<file path="config.mk">
export PLATFORM = sky130hd
export DESIGN_NAME = ifft_twiddle_seq_flat
export DESIGN_NICKNAME = d
export VERILOG_FILES = /design/src/rtl/ifft_twiddle_seq_pkg.sv /design/src/rtl/ifft_twiddle_seq_if.sv /design/src/rtl/ifft_twiddle_seq_bfly_index.sv /design/src/rtl/ifft_twiddle_seq.sv /design/src/flat_wrapper.sv
export SDC_FILE = /design/constraint.sdc
export NUM_CORES = 1
export LEC_CHECK = 0
export BUFFER_PORTS_ARGS = -buffer_cell sky130_fd_sc_hd__buf_4
export CAP_MARGIN = 30
export CORE_AREA = 5 5 69 77
export DETAILED_ROUTE_END_ITERATION = 8
export DIE_AREA = 0 0 74 82
export GPL_TIMING_DRIVEN = 0
export PLACE_DENSITY = 0.69
export SLEW_MARGIN = 20
export SYNTH_ARGS = -nofsm -noshare
export SYNTH_HDL_FRONTEND = slang
export SYNTH_SLANG_ARGS = --single-unit
</file>
<file path="constraint.sdc">
create_clock -name clk -period 1.6 [get_ports clk]
set_clock_uncertainty 0.2 [all_clocks]
set_input_delay 0.08 -clock clk [delete_from_list [all_inputs] [get_ports clk]]
set_output_delay 0.08 -clock clk [all_outputs]
set_load 0.01 [all_outputs]
</file>
<file path="src/rtl/ifft_twiddle_seq_pkg.sv">
// Shared definitions for the 16-point IFFT twiddle sequencer:
// transform constants, FSM state encoding, butterfly command record
// and the bit-reverse helper used by the optional natural-order mode.
package ifft_pkg;

    localparam int unsigned N_POINTS  = 16;
    localparam int unsigned LOG2N     = 4;
    localparam int unsigned TW_ADDR_W = 5;

    typedef enum logic [2:0] {
        IDLE,
        RUN,
        GAP,
        DRAIN,
        DONE
    } seq_state_e;

    typedef struct packed {
        logic [1:0]       stage;
        logic [2:0]       idx;
        logic [LOG2N-1:0] a;
        logic [LOG2N-1:0] b;
    } bf_cmd_t;

    function automatic logic [LOG2N-1:0] bitrev(input logic [LOG2N-1:0] x);
        logic [LOG2N-1:0] r;
        r = '0;
        for (int unsigned i = 0; i < LOG2N; i++) begin
            r[i] = x[LOG2N-1-i];
        end
        return r;
    endfunction

endpackage

</file>
<file path="src/rtl/ifft_twiddle_seq_if.sv">
// Butterfly/twiddle bus between the sequencer (master) and the
// twiddle ROMs plus butterfly datapath (slave).
interface ifft_twiddle_seq_if;
    import ifft_pkg::*;

    logic [TW_ADDR_W-1:0] tw_addr;
    logic                 bf_valid;
    logic                 bf_ready;
    logic [1:0]           bf_stage;
    logic [2:0]           bf_idx;
    logic [LOG2N-1:0]     idx_a;
    logic [LOG2N-1:0]     idx_b;

    modport master (
        output tw_addr, bf_valid, bf_stage, bf_idx, idx_a, idx_b,
        input  bf_ready
    );

    modport slave (
        input  tw_addr, bf_valid, bf_stage, bf_idx, idx_a, idx_b,
        output bf_ready
    );

endinterface

</file>
<file path="src/rtl/ifft_twiddle_seq_bfly_index.sv">
// Maps (stage, butterfly) to the radix-2 operand indices.
// Optional macro IFFT_TW_BITREV_EN: stage-0 indices are emitted
// bit-reversed so the input buffer can stay in natural order.
module ifft_bfly_index
    import ifft_pkg::*;
(
    input  logic [1:0]       stage_i,
    input  logic [2:0]       k_i,
    output logic [LOG2N-1:0] idx_a_o,
    output logic [LOG2N-1:0] idx_b_o
);

    logic [LOG2N-1:0] k_ext;
    logic [LOG2N-1:0] span;
    logic [LOG2N-1:0] lo;
    logic [LOG2N-1:0] hi;
    logic [LOG2N-1:0] a_nat;
    logic [LOG2N-1:0] b_nat;

    // Insert a zero at bit 'stage' of k to get the upper operand.
    always_comb begin
        k_ext = LOG2N'(k_i);
        span  = LOG2N'(1) << stage_i;
        lo    = k_ext & (span - LOG2N'(1));
        hi    = ((k_ext >> stage_i) << stage_i) << 1;
        a_nat = hi | lo;
        b_nat = a_nat + span;
    end

    // Final index selection (bit-reversed for stage 0 when enabled).
    always_comb begin
`ifdef IFFT_TW_BITREV_EN
        if (stage_i == 2'd0) begin
            idx_a_o = bitrev(a_nat);
            idx_b_o = bitrev(b_nat);
        end else begin
            idx_a_o = a_nat;
            idx_b_o = b_nat;
        end
`else
        idx_a_o = a_nat;
        idx_b_o = b_nat;
`endif
    end

endmodule

</file>
<file path="src/rtl/ifft_twiddle_seq.sv">
// Twiddle-ROM address and butterfly-index sequencer for a 16-point
// radix-2 IFFT. Two-deep pipeline (issue register, output register) so
// bf_* outputs line up with the registered ROM read of the same beat.
// Optional macro IFFT_TW_BITREV_EN (see ifft_bfly_index).
module ifft_twiddle_seq #(
    parameter int unsigned N_POINTS  = 16,
    parameter int unsigned LOG2N     = 4,
    parameter int unsigned ADDR_W    = 5,
    parameter int unsigned STAGE_GAP = 2
) (
    input  logic                clk,
    input  logic                rst_n,
    input  logic                start,
    output logic                busy,
    output logic                done,
    ifft_twiddle_seq_if.master  bus
);
    import ifft_pkg::*;

    localparam int unsigned       NB         = N_POINTS / 2;
    localparam logic [2:0]        BFLY_LAST  = 3'(NB - 1);
    localparam logic [1:0]        STAGE_LAST = 2'(LOG2N - 1);
    localparam int unsigned       GW         = (STAGE_GAP > 1) ? $clog2(STAGE_GAP) : 1;
    localparam logic [GW-1:0]     GAP_LAST   = GW'((STAGE_GAP > 0) ? STAGE_GAP - 1 : 0);

    seq_state_e      state_q, state_d;
    logic [1:0]      stage_q;
    logic [2:0]      bfly_q;
    logic [GW-1:0]   gap_q;
    bf_cmd_t         iss_cmd, iss_q, out_q;
    logic            iss_v_q, out_v_q;
    logic [LOG2N-1:0] idx_a_w, idx_b_w;
    logic            advance;
    logic            issue;

    ifft_bfly_index u_index (
        .stage_i (stage_q),
        .k_i     (bfly_q),
        .idx_a_o (idx_a_w),
        .idx_b_o (idx_b_w)
    );

    assign advance = !out_v_q || bus.bf_ready;

    // Assemble the command for the butterfly the counter points at.
    always_comb begin
        iss_cmd       = '0;
        iss_cmd.stage = stage_q;
        iss_cmd.idx   = bfly_q;
        iss_cmd.a     = idx_a_w;
        iss_cmd.b     = idx_b_w;
    end

    // FSM state register.
    always_ff @(posedge clk or negedge rst_n) begin
        if (!rst_n) begin
            state_q <= IDLE;
        end else begin
            state_q <= state_d;
        end
    end

    // FSM next-state logic.
    always_comb begin
        state_d = state_q;
        unique case (state_q)
            IDLE: begin
                if (start) state_d = RUN;
            end
            RUN: begin
                if (advance && bfly_q == BFLY_LAST) begin
                    if (stage_q == STAGE_LAST) state_d = DRAIN;
                    else if (STAGE_GAP > 0)    state_d = GAP;
                end
            end
            GAP: begin
                if (advance && gap_q == GAP_LAST) state_d = RUN;
            end
            DRAIN: begin
                // Last beat has left the issue stage and is being accepted.
                if (!iss_v_q && out_v_q && bus.bf_ready) state_d = DONE;
            end
            DONE: begin
                state_d = IDLE;
            end
            default: state_d = IDLE;
        endcase
    end

    // FSM outputs.
    always_comb begin
        busy  = (state_q == RUN) || (state_q == GAP) || (state_q == DRAIN);
        done  = (state_q == DONE);
        issue = (state_q == RUN) && advance;
    end

    // Issue counter, gap counter and the two pipeline registers.
    always_ff @(posedge clk or negedge rst_n) begin
        if (!rst_n) begin
            stage_q <= '0;
            bfly_q  <= '0;
            gap_q   <= '0;
            iss_q   <= '0;
            iss_v_q <= 1'b0;
            out_q   <= '0;
            out_v_q <= 1'b0;
        end else begin
            if (state_q == IDLE && start) begin
                stage_q <= '0;
                bfly_q  <= '0;
                gap_q   <= '0;
            end else if (issue) begin
                {stage_q, bfly_q} <= {stage_q, bfly_q} + 5'd1;
            end

            if (state_q == GAP && advance) begin
                gap_q <= (gap_q == GAP_LAST) ? '0 : gap_q + GW'(1);
            end

            if (issue) begin
                iss_q   <= iss_cmd;
                iss_v_q <= 1'b1;
            end else if (advance) begin
                iss_v_q <= 1'b0;
            end

            if (advance) begin
                out_q   <= iss_q;
                out_v_q <= iss_v_q;
            end
        end
    end

    // Under stall the ROM re-reads the presented beat so its data holds.
    always_comb begin
        bus.tw_addr  = advance ? ADDR_W'({iss_q.stage, iss_q.idx})
                               : ADDR_W'({out_q.stage, out_q.idx});
        bus.bf_valid = out_v_q;
        bus.bf_stage = out_q.stage;
        bus.bf_idx   = out_q.idx;
        bus.idx_a    = out_q.a;
        bus.idx_b    = out_q.b;
    end

endmodule

</file>
<file path="src/flat_wrapper.sv">
// flat-port wrapper written by rule: the top's interface ports become plain ports
module ifft_twiddle_seq_flat import ifft_pkg::*;
#(
    parameter int unsigned N_POINTS  = 16,
    parameter int unsigned LOG2N     = 4,
    parameter int unsigned ADDR_W    = 5,
    parameter int unsigned STAGE_GAP = 2
)
  (clk, rst_n, start, busy, done, bus_tw_addr, bus_bf_valid, bus_bf_stage, bus_bf_idx, bus_idx_a, bus_idx_b, bus_bf_ready);
  ifft_twiddle_seq_if bus_i ();
  input  logic clk;
  input  logic rst_n;
  input  logic start;
  output logic busy;
  output logic done;
  output wire logic [$bits(bus_i.tw_addr)-1:0] bus_tw_addr;
  output wire logic [$bits(bus_i.bf_valid)-1:0] bus_bf_valid;
  output wire logic [$bits(bus_i.bf_stage)-1:0] bus_bf_stage;
  output wire logic [$bits(bus_i.bf_idx)-1:0] bus_bf_idx;
  output wire logic [$bits(bus_i.idx_a)-1:0] bus_idx_a;
  output wire logic [$bits(bus_i.idx_b)-1:0] bus_idx_b;
  input wire logic [$bits(bus_i.bf_ready)-1:0] bus_bf_ready;
  assign bus_tw_addr = bus_i.tw_addr;
  assign bus_bf_valid = bus_i.bf_valid;
  assign bus_bf_stage = bus_i.bf_stage;
  assign bus_bf_idx = bus_i.bf_idx;
  assign bus_idx_a = bus_i.idx_a;
  assign bus_idx_b = bus_i.idx_b;
  assign bus_i.bf_ready = bus_bf_ready;
  ifft_twiddle_seq #(.N_POINTS(N_POINTS), .LOG2N(LOG2N), .ADDR_W(ADDR_W), .STAGE_GAP(STAGE_GAP)) u_core (.clk(clk), .rst_n(rst_n), .start(start), .busy(busy), .done(done), .bus(bus_i));
endmodule
</file>
# After elaboration in Yosys (flattened, before gate mapping)
# Index checks and enable logic that the tools add are counted.
# word_totals
regBits,37
latch_bits,0
mem_bits_rw,0
romBits,0
inputBits,4
output_inout_bits,21
word_cells,66
mem_count,0
# op_classes
n_addsub,4
n_mul,0
div,0
magnitude_cmp,0
n_eq_ne,10
n_shift,3
n_mux,16
bitwise_logic,2
reduce_logical,17
# op_table
operator,n
3-bit two-way mux,6
3-bit case mux with 4 select lines,1
1-bit logical AND,7
"3-bit by 2-bit equality test with 1-bit output, second input constant",2
"3-bit equality test, second input constant",2
1-bit two-way mux,6
"2-bit by 1-bit != test with 1-bit output, second input constant",3
2-bit nonzero test,3
"5-bit by 1-bit adder with 5-bit output, second input constant",1
5-bit two-way mux,1
4-bit adder,1
3-bit by 4-bit AND with 4-bit output,1
2-bit two-way mux,2
4-bit OR,1
4-bit AND reduction,1
"1-bit by 2-bit << shifter with 4-bit output, first input constant",1
4-bit by 2-bit << shifter with 3-bit output,1
3-bit by 2-bit right shift with 4-bit output,1
"4-bit by 1-bit subtractor with 4-bit output, second input constant",1
"3-bit by 1-bit equality test with 1-bit output, second input constant",1
3-bit logical NOT,1
1-bit logical OR,3
"2-bit equality test, second input constant",1
1-bit logical NOT,2
other kinds (2),2

# Longest topological paths before layout
# Gate-level depths: netlist of the first run.
# depth
word_depth,5
ltp_mapped,7

# Modules after synthesis
# Synthesis of the first run repeated with hierarchy kept, for this count alone.
# unflattened
hier_cells,170
hier_area_um2,1806.7
# by_module_without_submodules
module,n_inst,cells_each,area_per_inst_um2
ifft_twiddle_seq,1,152,1670.4
ifft_bfly_index,1,18,136.4

# Least setup slack after synthesis of the first run
# OpenSTA, ideal clock, no wires.
# synth_timing
kind,reg2reg
from,register u_core.stage_q[0]
to,register u_core.iss_q[2] (netlist name)
arrival_time_ns,1.520
required_time_ns,1.317
slack_ns,-0.203
path_stages_with_launch,8
period_less_slack_ns,1.803
path_cell_list,dfrtp_1 > clkbuf_1 > nor2_1 > a22o_1 > inv_1 > fa_1 > xor2_1 > o21ai_0
# synth_via
elab_chain_cells,5
elab_cells_between_ends,7
# synth_rtl
item,line,rtl
from (decl),ifft_twiddle_seq.sv:27,logic [1:0] stage_q;
from (signal assigned),ifft_twiddle_seq.sv:113,"{stage_q, bfly_q} <= {stage_q, bfly_q} + 5'd1;"
1-bit by 2-bit << shifter with 4-bit output,ifft_twiddle_seq_bfly_index.sv:23,span = LOG2N'(1) << stage_i;
4-bit by 1-bit subtractor with 4-bit output,ifft_twiddle_seq_bfly_index.sv:24,lo = k_ext & (span - LOG2N'(1));
3-bit by 4-bit AND with 4-bit output,ifft_twiddle_seq_bfly_index.sv:24,
4-bit OR *,ifft_twiddle_seq_bfly_index.sv:26,a_nat = hi | lo;
via u_core.idx_a_w[1],ifft_twiddle_seq.sv:32,"logic [LOG2N-1:0] idx_a_w, idx_b_w;"
4-bit adder *,ifft_twiddle_seq_bfly_index.sv:27,b_nat = a_nat + span;
to (signal assigned),ifft_twiddle_seq.sv:121,iss_q <= iss_cmd;
to (decl),ifft_twiddle_seq.sv:30,"bf_cmd_t iss_cmd, iss_q, out_q;"
# Mark *: on every way through the listed nets, which the timed path passes. The rest lies on a longest branch.
# A chain may end at the register's enable or synchronous reset.

# Worst setup path in the final report of the first run
# layout_timing
from,register u_core.stage_q[0]
to,register u_core.iss_q[1] (netlist name)
# The elaborated chain is that of the path after synthesis.

==> impl_metrics.env, run 1 <==
export IMPL_grt_busiest_layer="met2"
export IMPL_fin_ws_ps=-169
export IMPL_placed_cell_area_mm2=0.00204
export IMPL_drv_cap=0
export IMPL_syn_nets=187
export IMPL_timing_final_crit_period_ps=1770
export IMPL_slew_viol_final=0
export IMPL_ys_types=35
export IMPL_fp_coreArea_mm2=0.00452
export IMPL_via_count=1553
export IMPL_die_h_um=82
export IMPL_cts_tree="built"
export IMPL_worstSetupPathType="reg2reg"
export IMPL_hp_class="in2reg"
export IMPL_pin_count=25
export IMPL_die_w_um=74
export IMPL_powerDensity_mw_per_mm2=654
export IMPL_drt_iter0_markers=80
export IMPL_syn_inst=178
export IMPL_antenna_found_initial=0
export IMPL_worstPathRequired_ps=1580
export IMPL_power_frac_comb=0.019
export IMPL_setup_viol=18
export IMPL_end_kind="register"
export IMPL_dr_pass1_iters=4
export IMPL_syn_area_mm2=0.00173
export IMPL_diodes=0
export IMPL_synth_seq_cells=37
export IMPL_grt_pass1_wl_mm=7.24
export IMPL_power_switching_uw=367
export IMPL_yosys_area_top_type="dfrtp_1"
export IMPL_cts_sinks=37
export IMPL_port_buffers=24
export IMPL_p_clk_frac=0.468
export IMPL_antenna_left=0
export IMPL_finalSetupTns_ps=-1500
export IMPL_grt_pass1_vias=1532
export IMPL_fin_nets=256
export IMPL_hpwl_mm=2.39
export IMPL_crit_fanout=4
export IMPL_cts_buffers=5
export IMPL_grt_use_met2=0.280
export IMPL_leakage_nw=1.39
export IMPL_gr_total_overflow=0
export IMPL_cts_max_path_buffers=2
export IMPL_final_design_area_no_fill_mm2=0.00278
export IMPL_outcome="finished with violations"
export IMPL_violations="negative setup slack"
export IMPL_path_clk_slew_ps=70
export IMPL_drc=0
export IMPL_power_total_mw=1.82
export IMPL_use_met3=0.0379
export IMPL_syn2layout_area_growth_pct=60.9
export IMPL_cp_slowest_stage_delay_ps=530
export IMPL_rows=26
export IMPL_worstPathCellList="clkbuf_8, nor2_4, a22o_1, inv_2, fa_2, o21ai_2"
export IMPL_post_drt_wl_per_cell_um=15.9
export IMPL_ir_drop_mv=0.357
export IMPL_yosys_warnings=0
export IMPL_yosys_top_cells_area="dfrtp_1 (54%), nand2_1 (10%), o21ai_0 (6.4%)"
export IMPL_p_seq_frac=0.513
export IMPL_fmax_mhz=565
export IMPL_start_util=0.382
export IMPL_swShare=0.202
export IMPL_seq_area_frac_synth=0.535
export IMPL_drive_above_1_share=0.524
export IMPL_drt_total_wl_mm=4.83
export IMPL_grt_max_degree=38
export IMPL_worst_setup_path_start_kind="register"
export IMPL_postSynthAreaPerCell_um2=9.71
export IMPL_insertion_delay_ps=290
export IMPL_vias_per_cell=5.11
export IMPL_rsz0062_at_grt="yes"
export IMPL_arrival_ps=1750
export IMPL_p_int_mw=1.45
export IMPL_hold_slack_ps=28.6
export IMPL_grt_usage=0.160
export IMPL_grt_util_met1=0.184
export IMPL_post_route_period_util=1.11
export IMPL_finish_utilization=0.615
export IMPL_cts_root_buf="clkbuf_8"
export IMPL_critical_path_slowest_cell="fa_2"
export IMPL_cts_htree_levels=2
export IMPL_dieArea_mm2=0.00607
export IMPL_hold_violations=0
export IMPL_place_congestion=0.807
export IMPL_synth_top_area_share=0.535
critical path, delay by kind of cell, from the launching register on:
family / cells / cell delay (ps)
fa+ha+maj: 1 / 530
flops: 1 / 400
compound gates: 2 / 230
buf+inv: 2 / 210
simple gates: 1 / 90
placed cells by master, fill, tap and decap left out, types with 4 or more instances in the layout:
cell      count
dfrtp_1      34
clkbuf_8      8
nor2_1        4
o21ai_1       9
mux2_2        5
buf_6        13
inv_1         4
a21oi_1       4
nand2_4      14
o21ai_0       7
o21ai_2       6
buf_4        49
nand3_1       4
nand2_1      29
layer usage:
metal | vias to the layer above | wire length (um)
met1 | 759 | 1890
li1 | 738 | -
met5 | - | 0
met4 | 0 | 144
met3 | 12 | 231
met2 | 44 | 2570
power groups by stage:
stage                     clock [mW]  sequential [mW]  combinational (mW)
after global placement             0            0.953              0.0294
after global routing           0.895            0.934              0.0400
after detailed placement           0            0.953              0.0299
after CTS                      0.859            0.934              0.0347
final                          0.852            0.934              0.0340
after floorplan                    0            0.953             0.00374
metrics by stage:
stage               instances  worst slack [ps]
detailed placement        258              -302
finish                    304              -169
floorplan                 178             -47.8
global placement          258              -277
global route              304              -229
CTS                       296              -136
registers in the layout, indices dropped and copies added, names as in the netlist:
signal / count
u_core.iss_v_q: 1
u_core.state_q: 3
u_core.gap_q: 1
u_core.bfly_q: 3
u_core.bus.idx_b: 4
u_core.stage_q: 2
u_core.bus.bf_stage: 2
u_core.bus.bf_valid: 1
u_core.iss_q: 13
u_core.bus.bf_idx: 3
u_core.bus.idx_a: 4
cell families (layout without fill, tap and decap cells):
| kind of cell | after synthesis | in the layout | share of synthesized area |
|---|---|---|---|
| simple gates | 73 | 73 | 0.200 |
| mux | 7 | 7 | 0.0441 |
| fa+ha+maj | 5 | 5 | 0.0405 |
| xor+xnor | 2 | 2 | 0.0101 |
| buf+inv | 17 | 87 | 0.0456 |
| other cells | 1 | 1 | 0.00217 |
| compound gates | 36 | 36 | 0.122 |
| flops | 37 | 37 | 0.535 |
cells in the mapped netlist (all sizes together):
master	instances
a21o	1
o21ai	22
and3	2
or3b	2
xor2	1
o22a	1
xnor2	1
a2111oi	1
or4b	1
o31ai	2
o2111ai	1
mux2	5
a22o	1
o311ai	2
nand3	5
nor3	3
fa	1
a21oi	5
nand2b	4
mux2i	2
inv	5
nor3b	1
nand2	46
or3	1
ha	4
dfrtp	37
nor2	5
and4	1
nor2b	2
clkbuf	7
buf	5
conb	1
final timing paths:
check	from	end	slack, ps	cells past startpoint
worst min-delay path	bus_bf_ready	u_core.state_q[0]	30	4
worst max-delay path	u_core.stage_q[0]	u_core.iss_q[1]	-170	6
min in group asynchronous	rst_n	u_core.bus.idx_b[1]	90	2
worst max register to register	u_core.stage_q[0]	u_core.iss_q[1]	-170	6
worst min register to register	u_core.bus.idx_b[2]	u_core.bus.idx_b[2]	260	2
max in group asynchronous	rst_n	u_core.bfly_q[0]	740	2
what timing repair did:
action	in CTS	in global routing
cloned	2	0
setup endpoints to repair	38	32
setup buffers	26	11
hold endpoints to repair	40	0
pin swaps	19	16
hold buffers	2	0
gates resized for setup	65	35
layout make-up:
type	count	area [um^2]
Inverter	5	18.8
Clock inverter	1	30.0
Tap cell	56	70.1
Multi-Input combinational cell	124	985
Timing Repair Buffer	64	534
Sequential cell	37	930
Buffer	10	129
Fill cell	342	1740
Clock buffer	7	86.3
Note: power is estimated with default switching activity, not from simulation.
==> run 2, diff against run 1 <==
- ABC_AREA: unset -> 1
- CORE_AREA: 5 5 69 77 -> 5 5 70 78
- DIE_AREA: 0 0 74 82 -> 0 0 75 83
- GPL_TIMING_DRIVEN: 0 -> unset
==> run 2 against run 1 <==
Against the previous run: the flow still finishes with violations (negative setup slack); final cell count rose by 6.3%; die area rose by 2.6%; clock-buffer cell count rose by 1; power rose by 150%; fmax rose by 2.2%; sequential share of layout area rose by 5.6 points; worst hold slack improved by 17 ps; sequential cell count did not move; first-iteration DRC count fell by 5.0%; critical path type unchanged.
==> impl_metrics.env, run 2 <==
export IMPL_synth_top_area_share=0.521
export IMPL_p_clk_frac=0.140
export IMPL_top_register="u_core.iss_q"
export IMPL_worstSetupPathType="reg2reg"
export IMPL_dieArea_mm2=0.00623
export IMPL_final_common_cell="nand2_1"
export IMPL_via_count=1541
export IMPL_arrival_ps=1710
export IMPL_syn2layout_area_growth_pct=33.8
export IMPL_powerDensity_mw_per_mm2=1890
export IMPL_port_buffers=24
export IMPL_start_util=0.388
export IMPL_fmax_mhz=578
export IMPL_grt_pass1_wl_mm=6.76
export IMPL_drt_total_wl_mm=4.18
export IMPL_fin_nets=275
export IMPL_cts_tree="built"
export IMPL_yosys_top_cells_area="dfrtp_1 (52%), nand2_1 (17%), o21ai_0 (5.9%)"
export IMPL_grt_pass1_vias=1557
export IMPL_drive_above_1_share=0.307
export IMPL_most_common_layout_cells="nand2_1 (77), buf_4 (48), dfrtp_1 (36), inv_1 (18), o21ai_0 (14)"
export IMPL_grt_max_degree=38
export IMPL_place_congestion=0.882
export IMPL_setup_viol=3
export IMPL_worst_setup_path_start_kind="register"
export IMPL_die_w_um=75
export IMPL_largest_reg_flops=13
export IMPL_finalSetupTns_ps=-373
export IMPL_hp_class="in2reg"
export IMPL_syn_nets=223
export IMPL_fp_coreArea_mm2=0.00459
export IMPL_swShare=0.403
export IMPL_dr_pass1_iters=4
export IMPL_dp_slack_ps=-163
export IMPL_hpwl_mm=2.68
export IMPL_end_kind="register"
export IMPL_slew_viol_final=0
export IMPL_synth_seq_cells=37
export IMPL_timing_final_crit_period_ps=1730
export IMPL_fill_cells=406
export IMPL_gr_total_overflow=0
export IMPL_ir_drop_mv=0.567
export IMPL_antenna_found_initial=0
export IMPL_synth_edf_count=0
export IMPL_fin_ws_ps=-131
export IMPL_rsz0062_at_grt="yes"
export IMPL_cts_htree_levels=2
export IMPL_yosysMostFrequentCell="nand2_1"
export IMPL_drt_iter0_markers=76
export IMPL_worstPathRequired_ps=1580
export IMPL_cts_buffers=5
export IMPL_path_clk_slew_ps=70
export IMPL_violations="negative setup slack"
export IMPL_syn_area_mm2=0.00178
export IMPL_power_switching_mw=1.81
export IMPL_ys_types=21
export IMPL_worstPathCellList="inv_4, nand2_4, o22ai_4, inv_2, fa_2, xnor2_1, nand2_1, o21ai_1"
export IMPL_crit_fanout=5
export IMPL_drv_cap=0
export IMPL_cts_root_buf="clkbuf_8"
export IMPL_cts_sinks=37
export IMPL_power_total_mw=4.49
export IMPL_cp_slowest_stage_delay_ps=470
export IMPL_diodes=0
export IMPL_outcome="finished with violations"
export IMPL_leakage_nw=1.26
export IMPL_p_int_mw=2.68
export IMPL_syn_inst=214
export IMPL_seq_area_frac_synth=0.521
export IMPL_hold_violations=0
export IMPL_synthArstFlopShare=1.00
export IMPL_power_frac_comb=0.519
export IMPL_antenna_left=0
export IMPL_post_route_period_util=1.08
export IMPL_yosys_warnings=0
export IMPL_pin_count=25
export IMPL_post_drt_wl_per_cell_um=12.9
export IMPL_vias_per_cell=4.77
export IMPL_hold_slack_ps=45.7
export IMPL_die_h_um=83
export IMPL_rows=26
export IMPL_insertion_delay_ps=290
export IMPL_postSynthAreaPerCell_um2=8.31
export IMPL_grt_usage=0.138
export IMPL_drc=0
export IMPL_synthFlopType="dfrtp_1"
export IMPL_p_seq_frac=0.341
export IMPL_cts_max_path_buffers=2
export IMPL_yosys_area_top_type="dfrtp_1"
export IMPL_ys_top_cells_by_count="nand2_1 (82), dfrtp_1 (37), inv_1 (23), o21ai_0 (21), nand3_1 (13)"
export IMPL_critical_path_slowest_cell="dfrtp_2"
-- run 2: stage by stage --
| step | instances | util | cell area [um^2] |
|---|---|---|---|
| floorplan | 214 | - | 1810 |
| global placement | 301 | 0.458 | 2100 |
| detailed placement | 301 | 0.458 | 2100 |
| CTS | 318 | 0.501 | 2300 |
| global route | 323 | 0.519 | 2380 |
| finish | 323 | 0.519 | 2380 |
-- run 2: critical path, delay by kind of cell (launching register included) --
| kind | cells | cell delay (ps) |
|---|---|---|
| XOR/XNOR | 1 | 130 |
| adder cells (fa/ha/maj) | 1 | 340 |
| buffers and inverters | 2 | 170 |
| flip-flops | 1 | 470 |
| AND/OR/NAND/NOR | 2 | 130 |
| AO/OA/AOI/OAI | 2 | 180 |
-- run 2: kinds of logic (layout without fill, tap and decap cells) --
group                    Yosys count  after routing  synth area share
AND/OR/NAND/NOR                  111            111             0.267
buffers and inverters             35             88            0.0950
adder cells (fa/ha/maj)            5              5            0.0394
other                              1              1           0.00211
flip-flops                        37             37             0.521
XOR/XNOR                           1              1           0.00493
AO/OA/AOI/OAI                     24             24            0.0711
-- run 2: final timing paths --
kind | from | to | slack, ps | depth (start not counted)
setup / recovery | u_core.stage_q[1] | u_core.iss_q[2] | -130 | 8
hold / removal | start | u_core.state_q[2] | 50 | 5
setup reg to reg | u_core.stage_q[1] | u_core.iss_q[2] | -130 | 8
hold reg to reg | u_core.iss_v_q | u_core.bus.bf_valid | 270 | 2
max in group asynchronous | rst_n | u_core.stage_q[1] | 750 | 2
min in group asynchronous | rst_n | u_core.bus.bf_stage[0] | 90 | 2
-- run 2: repair_timing --
action,in CTS,in global routing
pin swaps,7,1
endpoints found under the hold margin,38,0
setup endpoints to repair,8,17
setup buffers,7,5
hold buffers,2,0
gates resized for setup,14,15
-- run 2: area by class of cell --
cell class | instances | area [um^2] | share of cell area
clock buffer | 8 | 80.1 | 0.0336
multi-input combinational | 142 | 769 | 0.323
tap | 56 | 70.1 | 0.0294
sequential | 37 | 927 | 0.390
inverter | 26 | 108 | 0.0452
timing repair buffer | 54 | 425 | 0.179
-- run 2: metal layers --
metal,vias up,track usage,wire length (um)
met5,-,0,0
met3,15,0.0399,182
met2,35,0.217,2090
li1,766,-,-
met4,0,0.0744,168
met1,725,0.165,1740
-- run 2: power by group through the flow --
stage	sequential [mW]	combinational (mW)	clock, mW
floorplan	1.57	1.29	0
global placement	1.55	1.92	0
detailed placement	1.55	1.97	0
CTS	1.53	2.13	0.648
global route	1.58	2.62	0.690
finish	1.53	2.33	0.628
==> run 3, diff against run 2 <==
- clock period: 1.6 -> 1.5 ns (I/O delays scaled with it)
==> run 3 against run 2 <==
Against the previous run: the flow still finishes with violations (negative setup slack); global-route usage is 0.096 points lower; via count rose by 0.52%; sequential cell count unchanged; worst setup slack got worse by 99 ps; die area is the same; first-iteration DRC count up 39%; clock power is 62% higher; power is 28% higher; combinational power increased by 34%; clock-buffer cell count down 3; final cell count is 3.7% higher; critical endpoint is now u_core.iss_q[3]; highest routed layer unchanged.
==> impl_metrics.env, run 3 (synthesis gave the netlist of run 2 again) <==
export IMPL_insertion_delay_ps=290
export IMPL_power_frac_comb=0.542
export IMPL_hold_slack_ps=73.9
export IMPL_syn2layout_area_growth_pct=52.7
export IMPL_die_h_um=83
export IMPL_place_congestion=0.846
export IMPL_hold_violations=0
export IMPL_worst_setup_path_start_kind="register"
export IMPL_outcome="finished with violations"
export IMPL_cpMostUsedCell="nand2_1"
export IMPL_cts_tree="built"
export IMPL_power_total_mw=5.76
export IMPL_pin_count=25
export IMPL_most_common_layout_cells="nand2_1 (67), buf_4 (49), dfrtp_1 (34), inv_1 (20), nand2_2 (11)"
export IMPL_drt_total_wl_mm=4.09
export IMPL_crit_family="flip-flops"
export IMPL_instances_no_fill=335
export IMPL_rows=26
export IMPL_power_switching_mw=2.20
export IMPL_leakage_nw=1.44
export IMPL_gr_total_overflow=0
export IMPL_drv_cap=0
export IMPL_cts_root_buf="clkbuf_8"
export IMPL_dieArea_mm2=0.00623
export IMPL_drt_iter0_markers=106
export IMPL_port_buffers=24
export IMPL_cts_buffers=5
export IMPL_violations="negative setup slack"
export IMPL_powerDensity_mw_per_mm2=2120
export IMPL_critical_path_slowest_cell="dfrtp_1"
export IMPL_fin_ws_ps=-230
export IMPL_dr_pass1_iters=4
export IMPL_top_register="u_core.iss_q"
export IMPL_via_count=1549
export IMPL_cts_sinks=37
export IMPL_hpwl_mm=2.45
export IMPL_cts_htree_levels=2
export IMPL_worstPathRequired_ps=1490
export IMPL_ir_drop_mv=0.758
export IMPL_grt_pass1_vias=1429
export IMPL_rsz0062_at_grt="yes"
export IMPL_cp_slowest_stage_delay_ps=420
export IMPL_grt_max_degree=38
export IMPL_post_drt_wl_per_cell_um=12.2
export IMPL_p_seq_frac=0.281
export IMPL_cts_max_path_buffers=2
export IMPL_timing_final_crit_period_ps=1730
export IMPL_end_kind="register"
export IMPL_antenna_found_initial=0
export IMPL_hp_class="in2async"
export IMPL_p_clk_frac=0.177
export IMPL_dp_cells=308
export IMPL_antenna_left=0
export IMPL_finalSetupTns_ps=-1440
export IMPL_final_common_cell="nand2_1"
export IMPL_grt_usage=0.137
export IMPL_crit_fanout=5
export IMPL_setup_viol=18
export IMPL_fmax_mhz=578
export IMPL_start_util=0.388
export IMPL_grt_pass1_wl_mm=6.58
export IMPL_worstPathCellList="buf_6, nand2_4, o22ai_2, ha_1, nand2_1, inv_1, o21ai_1, nand2_1, nand2_1, nand2_1"
export IMPL_fin_nets=287
export IMPL_drc=0
export IMPL_path_clk_slew_ps=80
export IMPL_worstSetupPathType="reg2reg"
export IMPL_placed_cell_area_mm2=0.00219
export IMPL_largest_reg_flops=13
export IMPL_vias_per_cell=4.62
export IMPL_final_design_area_no_fill_mm2=0.00272
export IMPL_slew_viol_final=0
export IMPL_swShare=0.382
export IMPL_fp_coreArea_mm2=0.00459
export IMPL_die_w_um=75
export IMPL_post_route_period_util=1.15
export IMPL_arrival_ps=1720
export IMPL_cp_buffers_inverters=2
export IMPL_diodes=0
export IMPL_drive_above_1_share=0.434
export IMPL_p_int_mw=3.56
==> run 3: final timing paths <==
kind                              startpoint                  end  slack, ps  cells past startpoint
min reg2reg                  u_core.iss_q[4]  u_core.bus.idx_a[0]        270                      2
max in group asynchronous              rst_n    u_core.state_q[0]        690                      2
min                                    rst_n    u_core.stage_q[0]         70                      2
max reg2reg                u_core.stage_q[0]      u_core.iss_q[3]       -230                     10
min in group clk                bus_bf_ready  u_core.bus.bf_valid         90                      5
max                        u_core.stage_q[0]      u_core.iss_q[3]       -230                     10
==> run 3: cell type report <==
cell class | count | area (um^2)
Multi-Input combinational cell | 143 | 877
Timing Repair Buffer | 64 | 588
Fill cell | 361 | 1870
Sequential cell | 37 | 930
Timing Repair inverter | 1 | 6.26
Inverter | 26 | 110
Clock buffer | 5 | 68.8
Tap cell | 56 | 70.1
Clock inverter | 3 | 65.1
==> run 3: timing repair <==
item | in CTS | in global routing
hold buffers | 3 | 0
buffers inserted | 7 | 6
endpoints found under the hold margin | 38 | 0
resized for setup | 21 | 48
setup endpoints to repair | 11 | 28
pin swaps | 6 | 5
cloned | 2 | 2
==> run 3: metal layers <==
metal | track usage | part of all wire | vias up
met3 | 0.0350 | 0.040 | 13
met4 | 0.0647 | 0.036 | 0
li1 | - | - | 795
met1 | 0.165 | 0.43 | 716
met5 | 0 | 0 | -
met2 | 0.222 | 0.49 | 25
==> run 3: metrics by stage <==
stage | util | setup slack, ps
2_1_floorplan | - | -82.5
3_3_place_gp | 0.477 | -180
3_5_place_dp | 0.477 | -220
4_1_cts | 0.547 | -194
5_1_grt | 0.592 | -334
6_report | 0.592 | -230
==> run 3: power by group through the flow <==
stage,Clock [mW],Sequential [mW],Combinational (mW)
2_1_floorplan,0,1.67,1.38
3_3_place_gp,0,1.62,2.23
3_5_place_dp,0,1.64,2.26
4_1_cts,1.03,1.61,2.60
5_1_grt,1.09,1.66,3.44
6_report,1.02,1.62,3.12
